**config.mk**
```make
export PLATFORM = sky130hd
export DESIGN_NAME = muldiv_seq
export DESIGN_NICKNAME = d
export VERILOG_FILES = /design/src/rtl/muldiv_seq.sv
export SDC_FILE = /design/constraint.sdc
export NUM_CORES = 1
export LEC_CHECK = 0
export CAP_MARGIN = 20
export CORE_AREA = 2 2 187 208
export DETAILED_ROUTE_END_ITERATION = 8
export DIE_AREA = 0 0 189 210
export DONT_BUFFER_PORTS = 1
export GPL_ROUTABILITY_DRIVEN = 0
export HOLD_SLACK_MARGIN = 0.15
export PLACE_DENSITY_LB_ADDON = 0.1
export SLEW_MARGIN = 30
export SYNTH_ARGS = -nofsm -noshare
export SYNTH_HDL_FRONTEND = slang
export SYNTH_SLANG_ARGS = --single-unit
```
**constraint.sdc**
```tcl
create_clock -name clk -period 3.99 [get_ports clk]
set_input_delay 0.798 -clock clk [delete_from_list [all_inputs] [get_ports clk]]
set_output_delay 0.798 -clock clk [all_outputs]
set_load 0.05 [all_outputs]
```
**src/rtl/muldiv_seq.sv**
```systemverilog
// Iterative multiply/divide unit: shift-add multiply or restoring divide over
// WIDTH cycles, with sign handling around an unsigned magnitude core.
module muldiv_seq #(
  parameter int WIDTH = 32
) (
  input  logic             clk,
  input  logic             reset,
  input  logic             start,
  input  logic [1:0]       op,
  input  logic [WIDTH-1:0] a,
  input  logic [WIDTH-1:0] b,
  input  logic             flush,
  output logic             busy,
  output logic             done,
  output logic             div0,
  output logic [WIDTH-1:0] hi,
  output logic [WIDTH-1:0] lo
);
  localparam int CW = $clog2(WIDTH) + 1;

  typedef enum logic [1:0] {IDLE, PREP, RUN, FIX} state_t;
  state_t state, nstate;

  logic [CW-1:0]    cnt;
  logic [1:0]       rop;
  logic [WIDTH-1:0] md, ph, pl;
  logic             neg_q, neg_r;
  logic             accept, reject;

  // op[1]=div, op[0]=unsigned
  logic             sgn, sa, sb;
  logic [WIDTH-1:0] ma, mb;
  logic [WIDTH:0]   mul_sum, div_rs, div_diff;
  logic [2*WIDTH-1:0] prod_neg;

  always_comb begin
    sgn      = ~rop[0];
    sa       = sgn & pl[WIDTH-1];
    sb       = sgn & md[WIDTH-1];
    ma       = sa ? -pl : pl;
    mb       = sb ? -md : md;
    mul_sum  = {1'b0, ph} + {1'b0, (pl[0] ? md : '0)};
    div_rs   = {ph, pl[WIDTH-1]};
    div_diff = div_rs - {1'b0, md};
    prod_neg = -{ph, pl};
  end

  always_ff @(posedge clk or negedge reset) begin
    if (!reset) state <= IDLE;
    else        state <= nstate;
  end

  always_comb begin
    nstate = state;
    if (flush) nstate = IDLE;
    else begin
      case (state)
        IDLE: if (start && !(op[1] && b == '0)) nstate = PREP;
        PREP: nstate = RUN;
        RUN:  if (cnt == '0) nstate = FIX;
        FIX:  nstate = IDLE;
        default: nstate = IDLE;
      endcase
    end
  end

  always_comb begin
    busy   = (state != IDLE);
    accept = (state == IDLE) & start & ~flush;
    reject = accept & op[1] & (b == '0);
  end

  always_ff @(posedge clk or negedge reset) begin
    if (!reset) begin
      done  <= 1'b0;
      div0  <= 1'b0;
      hi    <= '0;
      lo    <= '0;
      cnt   <= '0;
      rop   <= '0;
      md    <= '0;
      ph    <= '0;
      pl    <= '0;
      neg_q <= 1'b0;
      neg_r <= 1'b0;
    end else begin
      done <= 1'b0;
      div0 <= reject;
      if (!flush) begin
        case (state)
          IDLE: if (accept && !reject) begin
            rop <= op;
            pl  <= a;
            md  <= b;
          end
          PREP: begin
            // mult: md=multiplicand, pl=multiplier; div: md=divisor, pl=dividend
            md    <= rop[1] ? mb : ma;
            pl    <= rop[1] ? ma : mb;
            ph    <= '0;
            neg_q <= sa ^ sb;
            neg_r <= sa;
            cnt   <= CW'(WIDTH - 1);
          end
          RUN: begin
            cnt <= cnt - CW'(1);
            if (!rop[1]) begin
              ph <= mul_sum[WIDTH:1];
              pl <= {mul_sum[0], pl[WIDTH-1:1]};
            end else if (!div_diff[WIDTH]) begin
              ph <= div_diff[WIDTH-1:0];
              pl <= {pl[WIDTH-2:0], 1'b1};
            end else begin
              ph <= div_rs[WIDTH-1:0];
              pl <= {pl[WIDTH-2:0], 1'b0};
            end
          end
          FIX: begin
            done <= 1'b1;
            if (!rop[1]) begin
              {hi, lo} <= neg_q ? prod_neg : {ph, pl};
            end else begin
              lo <= neg_q ? -pl : pl;
              hi <= neg_r ? -ph : ph;
            end
          end
          default: ;
        endcase
      end
    end
  end
endmodule

```
---- Word level (Yosys, flattened, before mapping) ----
Index checks and enable logic that the tools add are counted.
word-level totals
  register bits after elaboration ......... 174
  bits in latches ......................... 0
  bits in writable memories ............... 0
  memory bits (read-only) ................. 0
  word-level logic and storage cells ...... 79
  memories ................................ 0
operators by class
  $add $sub $neg .......................... 7
  multiply operators ...................... 0
  divide/modulo/power cells ............... 0
  $lt $le $gt $ge ......................... 0
  equal/unequal tests ..................... 6
  shift operators ......................... 0
  multiplexer cells ....................... 26
  bitwise operators ....................... 9
  reductions and logical operators ........ 19
operators by type and width
  cell                                                 number
  two-way mux 32 bit                                   14
  case mux 32 bit (2 select lines)                     2
  negation 32 bit                                      3
  case mux 32 bit (3 select lines)                     1
  two-way mux 64 bit                                   1
  negation 64 bit                                      1
  adder 32 x 32 -> 33 bit                              1
  subtractor 33 x 32 -> 33 bit                         1
  logical NOT 32 bit                                   1
  case mux 6 bit (2 select lines)                      1
  AND reduction 3 bit                                  3
  case mux 2 bit (4 select lines)                      1
  AND reduction 2 bit                                  4
  bitwise AND 1 bit                                    6
  logical NOT 6 bit                                    1
  two-way mux 2 bit                                    3
  != test 3 bit, second input constant                 2
  nonzero test 2 bit                                   3
  subtractor 6 x 1 -> 6 bit, second input constant     1
  equality test 2 bit, second input constant           2
  logical AND 1 bit                                    3
  two-way mux 1 bit                                    3
  nonzero test 3 bit                                   1
  equality test 2 x 1 -> 1 bit, second input constant  1
  other kinds (5)                                      7

---- Logic depth before layout (Yosys ltp) ----
Gate-level depths: netlist (run 1).
  depth after elaboration ................. 9
  gate-level depth with buffers ........... 16
  gate-level depth less buffers ........... 15

---- Least setup slack after synthesis (run 1) ----
OpenSTA, ideal clock, no wires.
  path kind ............................... register -> register
  start point ............................. reg pl[0]
  end point ............................... reg ph[31]
  data arrival time ....................... 3.609 ns
  required time ........................... 3.858 ns
  setup slack ............................. 0.248 ns
  cell stages (with the launch flop) ...... 17
  period minus slack after synthesis ...... 3.742 ns
  path through ............................ dfrtp_1 -> clkinv_1 -> clkbuf_1 -> nor2_1 -> ha_1 -> inv_1 -> fa_1 -> nor2b_1 -> o31ai_1 -> a21oi_1 -> a311o_1 -> o311a_1 -> a311o_1 -> a21oi_1 -> o21ai_0 -> a2111oi_0 -> o41ai_1
between the ends
  word-level cells in the longest chain between the ends .. 4
RTL lines
  element                           line  RTL
  start: declaration                26    logic [WIDTH-1:0] md, ph, pl;
  start signal: assignment          99    pl <= rop[1] ? ma : mb;
  start signal: assignment          109   pl <= {mul_sum[0], pl[WIDTH-1:1]};
  start signal: assignment          112   pl <= {pl[WIDTH-2:0], 1'b1};
  two-way mux 32 bit                42    mul_sum = {1'b0, ph} + {1'b0, (pl[0] ? md : '0)};
  adder 32 x 32 -> 33 bit           42
  two-way mux 32 bit                107   if (!rop[1]) begin
  case mux 32 bit (2 select lines)  90    case (state)
  end signal: assignment            108   ph <= mul_sum[WIDTH:1];
  end signal: assignment            111   ph <= div_diff[WIDTH-1:0];
  end signal: assignment            114   ph <= div_rs[WIDTH-1:0];
  end: declaration                  26
Every way passes these cells.
A chain may end at the register's enable or synchronous reset.

---- Worst setup path in the final report (run 1) ----
Ends and elaborated chain as after synthesis.

==> results of run 1 <==
area by class of cell:
cell class,instances,share of cell area
Clock buffer,19,0.02788
Multi-Input combinational cell,1553,0.6030
Sequential cell,174,0.2683
Antenna cell,1,0.0001540
Inverter,63,0.01456
Timing Repair Buffer,75,0.03974
Clock inverter,13,0.007933
Tap cell,500,0.03851
layer usage:
metal  vias to the layer above  track usage  routed length (um)
met4                         0      0.09887                1774
met2                       436       0.4101               23600
met3                        74      0.04063                3239
met5                         -            0                   0
li1                       6797            -                   -
met1                      6695       0.3839               25000
where the power goes:
| group | internal [uW] | switching (uW) |
|---|---|---|
| Clock | 907 | 832 |
| Sequential | 2400 | 1810 |
| Combinational | 3320 | 5560 |
critical path: stages (launching register included):
cell and delay [ns]:
dfrtp_1 0.36, clkinv_1 0.20, buf_4 0.25, nor2_1 0.12, ha_1 0.29, o211a_1 0.22
o31ai_1 0.09, a21oi_1 0.12, a311o_1 0.35, o311a_1 0.31, a311o_1 0.39, a21oi_1 0.22
o21ai_0 0.18, a2111oi_1 0.40, o41ai_1 0.12
cell families (layout without fill, tap and decap cells):
logic type | Yosys count | count (layout) | share of synthesized area
AOI/OAI and AO/OA | 617 | 617 | 0.2593
and+or+nand+nor | 622 | 622 | 0.1856
xor gates and xnor gates | 178 | 178 | 0.1047
muxes | 59 | 59 | 0.04076
other | 0 | 1 | 0
adders and majority gates | 77 | 77 | 0.06572
buffers and inverters | 202 | 170 | 0.05152
DFF | 174 | 174 | 0.2925
registers in the layout, summed over array words and instances, names as in the netlist:
name / flops
cnt: 6
div0: 1
done: 1
hi: 32
lo: 32
md: 32
neg_q: 1
neg_r: 1
ph: 32
pl: 32
rop: 2
state: 2
how the worst min path moves through the flow:
stage / slack (ns) / cells after the start / endpoint
4_1_cts: 0.02 / 0 / lo[15]
3_5_place_dp: 0.50 / 1 / cnt[0]
3_3_place_gp: 0.49 / 1 / cnt[0]
6_report: 0.03 / 0 / lo[15]
5_1_grt: 0.02 / 0 / lo[15]
2_1_floorplan: 0.46 / 1 / cnt[0]
layout by cell type, fill, tap and decap left out, types with 15 or more instances in the layout:
cell / netlist / routed
nor2_1: 197 / 196
nor3_1: 33 / 33
inv_1: 60 / 60
mux2i_1: 46 / 46
clkbuf_16: 0 / 17
o21ai_0: 220 / 220
ha_1: 75 / 73
nor4_1: 19 / 19
nand4_1: 15 / 15
a31oi_1: 21 / 21
nand2b_1: 18 / 16
nand3_1: 29 / 28
o221ai_1: 17 / 17
or3_1: 15 / 15
buf_4: 0 / 69
nand2_1: 244 / 244
dfrtp_1: 174 / 173
a21o_1: 42 / 42
a21oi_1: 139 / 139
xnor2_1: 87 / 87
o31ai_1: 25 / 25
xor2_1: 91 / 91
a211oi_1: 27 / 27
what timing repair did:
action | CTS | global route
endpoints found under the setup margin | 0 | 1
gates resized for setup | 0 | 1
endpoints found under the hold margin | 174 | 174
through the flow:
step / instances / instance area [um2] / total power [uW]
2_1_floorplan: 1929 / 14890 / 10310
3_3_place_gp: 2364 / 15630 / 12920
3_5_place_dp: 2364 / 15630 / 12980
4_1_cts: 2396 / 16210 / 14750
5_1_grt: 2397 / 16240 / 15900
6_report: 2398 / 16250 / 14840
==> run_results.csv, run 1 <==
group,metric,value,unit
synthesis,synth_top_area_share,0.2925,
drt,wl_per_cell,22.36,um
drt,wl,53.61,mm
placed_design,pre_cts_ws,0.2290,ns
grt,overflow,0,
synthesis,yosys.area.top_type,"dfrtp_1",
synthesis,synth_edf_count,0,
finish,drive_gt1_frac,0.07327,
floorplan,core,37630,um2
worst_setup_path,arrival,4.07,ns
timing,relSlewSlack,0.4901,
worst_setup_path,cp_data_required_time,4.32,ns
drt,ant_nets,0,
finish,nFillCells,3845,
synthesis,syn_area,14890,um2
power,power.leakage,0.007094,uW
synthesis,synth.most_common_cell,"nand2_1",
worst_setup_path,crit_path_start,"pl[0]",
synthesis,syn_nets,2076,
clocking,root_buffer,"clkbuf_16",
timing,period_needed,3.746,ns
synthesis,synthDistinctLibCells,68,
floorplan,core.rowCount,75,
synthesis,yosys-top-cells-area,"dfrtp_1 29%, o21ai_0 7.4%, ha_1 6.3%",
placed_design,dp_hpwl,40.57,mm
synthesis,ys_async_sr_fraction,1.000,
floorplan,die_h,210,um
clocking,cts_setup_buffers,0,
power,power.density,913.7,nW/um2
floorplan,die_w,189,um
worst_setup_path,crit_path_end_kind,"register",
timing,whs,0.03449,ns
clocking,numCtsBuffers,17,
finish,synthToLayoutAreaGrowth,9.119,%
power,ir_worst_vdd,0.3910,mV
timing,fin_ws,0.2439,ns
floorplan,dieArea,39690,um2
timing,skew,0.01476,ns
grt,grt_max_degree,175,
drt,drt-initial-drc-count,1367,
clocking,clk_pin_slew,0.08,ns
job,maxCapViolCount,0,
drt,num_vias,14000,
timing,clock.fmax,266.9,MHz
finish,final_util,0.4317,
clocking,cts_tree,"built",
floorplan,start_util,0.3956,
floorplan,num_io_pins,137,
grt,antenna_found_initial,1,
synthesis,syn-instance-count,1929,
timing,finalHoldViolCount,0,
finish,ff_latch_area,4358,um2
worst_setup_path,cp_max_fo,13,
clocking,cts_buffer_depth,2,
synthesis,seq_area_frac_synth,0.2925,
run_status,status,"completed",
worst_setup_path,path_class,"reg -> reg",
clocking,cts.sinks,174,
drt,first_pass_iters,5,
worst_setup_path,setup.worst_path.end,"ph[31]",
grt,first_global_vias,13190,
placed_design,io_buffers,0,
drt,post_drt_via_cell_ratio,5.839,
synthesis,synthTopCellsByCount,"244 x nand2_1, 220 x o21ai_0, 197 x nor2_1",
synthesis,ys_seq_elements,174,
finish,nNetsFinal,2031,
grt,track_usage,0.2688,
timing,fin_tns_setup,0,ns
worst_setup_path,start_kind,"register",
worst_setup_path,worstRegToRegCells,14,
synthesis,ys.flop_type,"dfrtp_1",
timing,drv_slew,0,
timing,setup_viol,0,
clocking,htree_levels,4,
grt,grt_pass1_wl,81.83,mm
synthesis,yosys_warnings,0,
synthesis,synth.avg_cell_area,7.718,um2
timing,worst_pin_slew,0.7631,ns
finish,multi_input_area,9796,um2
clocking,clk_latency,0.46,ns
drt,drc,0,
timing,finalCritPeriodShare,0.9389,
worst_setup_path,r2r-start,"pl[0]",
min_path,min_path_type,"in -> async",
worst_setup_path,reg2reg_setup_slack,0.24,ns
worst_setup_path,timing.rr.end,"ph[31]",
(Power assumes the default switching activity.)
==> run 2: changes to the inputs <==
Settings changed: GPL_TIMING_DRIVEN set to 0.
==> run 2 against run 1 <==
Against the previous run: register-to-register slack got worse by 0.20 ns; worst hold slack got worse by 0.0049 ns; die area unchanged; design area increased by 0.88%; global-route usage increased by 3.2 points; power increased by 4.4%; critical path type unchanged; critical endpoint is now ph[27]; largest power group unchanged; highest routed layer is now met5.
==> run_results.csv, run 2 (synthesis gave the netlist of run 1 again) <==
group,metric,value,unit
clocking,cts.sinks,174,
floorplan,die_w,189,um
grt,grt_max_degree,175,
grt,use_met2,0.4489,
grt,gr-usage-met1,0.4114,
floorplan,num_io_pins,137,
grt,grt_pass1_wl,90.24,mm
drt,drc,0,
grt,use_met3,0.05977,
worst_setup_path,r2r-start,"pl[0]",
drt,ant_nets,0,
finish,nFillCells,3873,
timing,clock.fmax,253.6,MHz
timing,relSlewSlack,0.3193,
placed_design,io_buffers,0,
worst_setup_path,crit_chain,"clkinv_4 > buf_8 > nor2_1 > ha_1 > inv_1 > fa_1 > nor2b_1 > o31ai_2 > a21oi_1 > a311o_1 > o311a_4 > a311o_1 > a21oi_2 > buf_4 > xnor2_1 > a22oi_1 > a32o_1",
finish,synthToLayoutAreaGrowth,10.08,%
worst_setup_path,crit_buf_inv,4,
clocking,clk_pin_slew,0.07,ns
worst_setup_path,reg2reg_setup_slack,0.05,ns
finish,multi_input_area,9915,um2
finish,drive_gt1_frac,0.05079,
finish,stdcell_count,2472,
drt,wl_per_cell,24.23,um
clocking,numCtsBuffers,17,
grt,overflow,0,
finish,layout_common_cells,"244 x nand2_1, 218 x o21ai_0, 196 x nor2_1",
grt,antenna_found_initial,3,
finish,nNetsFinal,2103,
worst_setup_path,cp_slowest_cell,"dfrtp_2",
worst_setup_path,path_class,"reg -> reg",
drt,wl,59.90,mm
floorplan,start_util,0.3956,
floorplan,core.rowCount,75,
timing,setup_viol,0,
timing,period_needed,3.942,ns
worst_setup_path,start_kind,"register",
worst_setup_path,crit_path_end_kind,"register",
timing,fin_tns_setup,0,ns
worst_setup_path,cp_max_fo,10,
worst_setup_path,cp_top_family,"compound AO/OA/AOI/OAI gates",
worst_setup_path,timing.rr.end,"ph[27]",
job,maxCapViolCount,0,
floorplan,core,37630,um2
finish,final_common_cell,"nand2_1",
worst_setup_path,arrival,4.29,ns
placed_design,place_inst,2429,
floorplan,dieArea,39690,um2
worst_setup_path,crit_top_cell,"a311o_1",
finish,ff_latch_area,4358,um2
timing,finalHoldViolCount,0,
worst_setup_path,cp.depth,17,
grt,track_usage,0.3011,
drt,drt-initial-drc-count,1771,
drt,first_pass_iters,6,
timing,worst_pin_slew,1.017,ns
floorplan,die_h,210,um
clocking,cts_buffer_depth,2,
timing,finalCritPeriodShare,0.9881,
placed_design,dp_hpwl,46.28,mm
worst_setup_path,worstRegToRegCells,17,
timing,skew,0.01353,ns
worst_setup_path,cp_data_required_time,4.34,ns
worst_setup_path,max_stage_delay,0.47,ns
drt,num_vias,14990,
grt,first_global_vias,14380,
timing,drv_slew,0,
clocking,cts_tree,"built",
power,power.leakage,0.006964,uW
power,ir_worst_vdd,0.3364,mV
drt,post_drt_via_cell_ratio,6.064,
power,power.density,945.4,nW/um2
clocking,root_buffer,"clkbuf_16",
run_status,status,"completed",
clocking,htree_levels,4,
clocking,clk_latency,0.46,ns
timing,whs,0.02963,ns
min_path,min_path_type,"in -> async",
grt,busiest_layer,"met2",
## run 2: cell types whose count changed in the layout (fill, tap and decap cells not counted), moves of 3 or more
cell,delta
a21oi_1,-3
buf_1,+10
buf_12,-5
buf_4,-59
clkbuf_1,+117
clkbuf_2,+3
clkbuf_4,+4
dfrtp_2,+3
nor4_1,-3
## run 2: worst max path at each step
stage | startpoint | end | slack [ns]
finish | pl[0] | ph[27] | 0.05
global route | pl[0] | ph[30] | -0.04
global placement | pl[0] | hi[30] | -1.10
CTS | pl[7] | hi[27] | 0.01
detailed placement | pl[0] | hi[30] | -1.04
floorplan | pl[0] | ph[31] | 0.25
## run 2: timing repair
| action | in CTS | in global routing |
|---|---|---|
| setup buffers | 1 | 9 |
| endpoints found under the setup margin | 70 | 34 |
| hold endpoints to repair | 174 | 174 |
| gates resized for setup | 29 | 24 |
| pin swaps | 3 | 10 |
## run 2: per-stage QoR
stage	total power (uW)	util	worst slack, ns	instance area [um2]
detailed placement	13240	0.4123	-1.045	15510
CTS	15180	0.4313	0.01029	16230
floorplan	10310	-	0.2484	14890
global placement	13180	0.4123	-1.099	15510
finish	15490	0.4355	0.04751	16390
global route	16500	0.4354	-0.03846	16380
## run 2: metal layers
metal,vias to the layer above,share of wire
met5,-,0.00025
met4,2,0.055
met3,137,0.086
met2,696,0.43
met1,7217,0.43
li1,6937,-
## run 2: final cells by class
cell class                 count  share of cell area
antenna                        3           0.0004581
buffer                       137             0.03382
clock buffer                  18             0.02619
clock inverter                14             0.01115
inverter                      63             0.01474
multi-input combinational   1553              0.6050
sequential                   174              0.2659
tap                          500             0.03817
timing repair buffer          10            0.004581
## run 2: power by group
| part | switching (uW) | leakage (uW) | internal [uW] |
|---|---|---|---|
| clock | 830 | 0.000300 | 1000 |
| sequential | 1600 | 0.00222 | 2400 |
| combinational | 6390 | 0.00445 | 3270 |
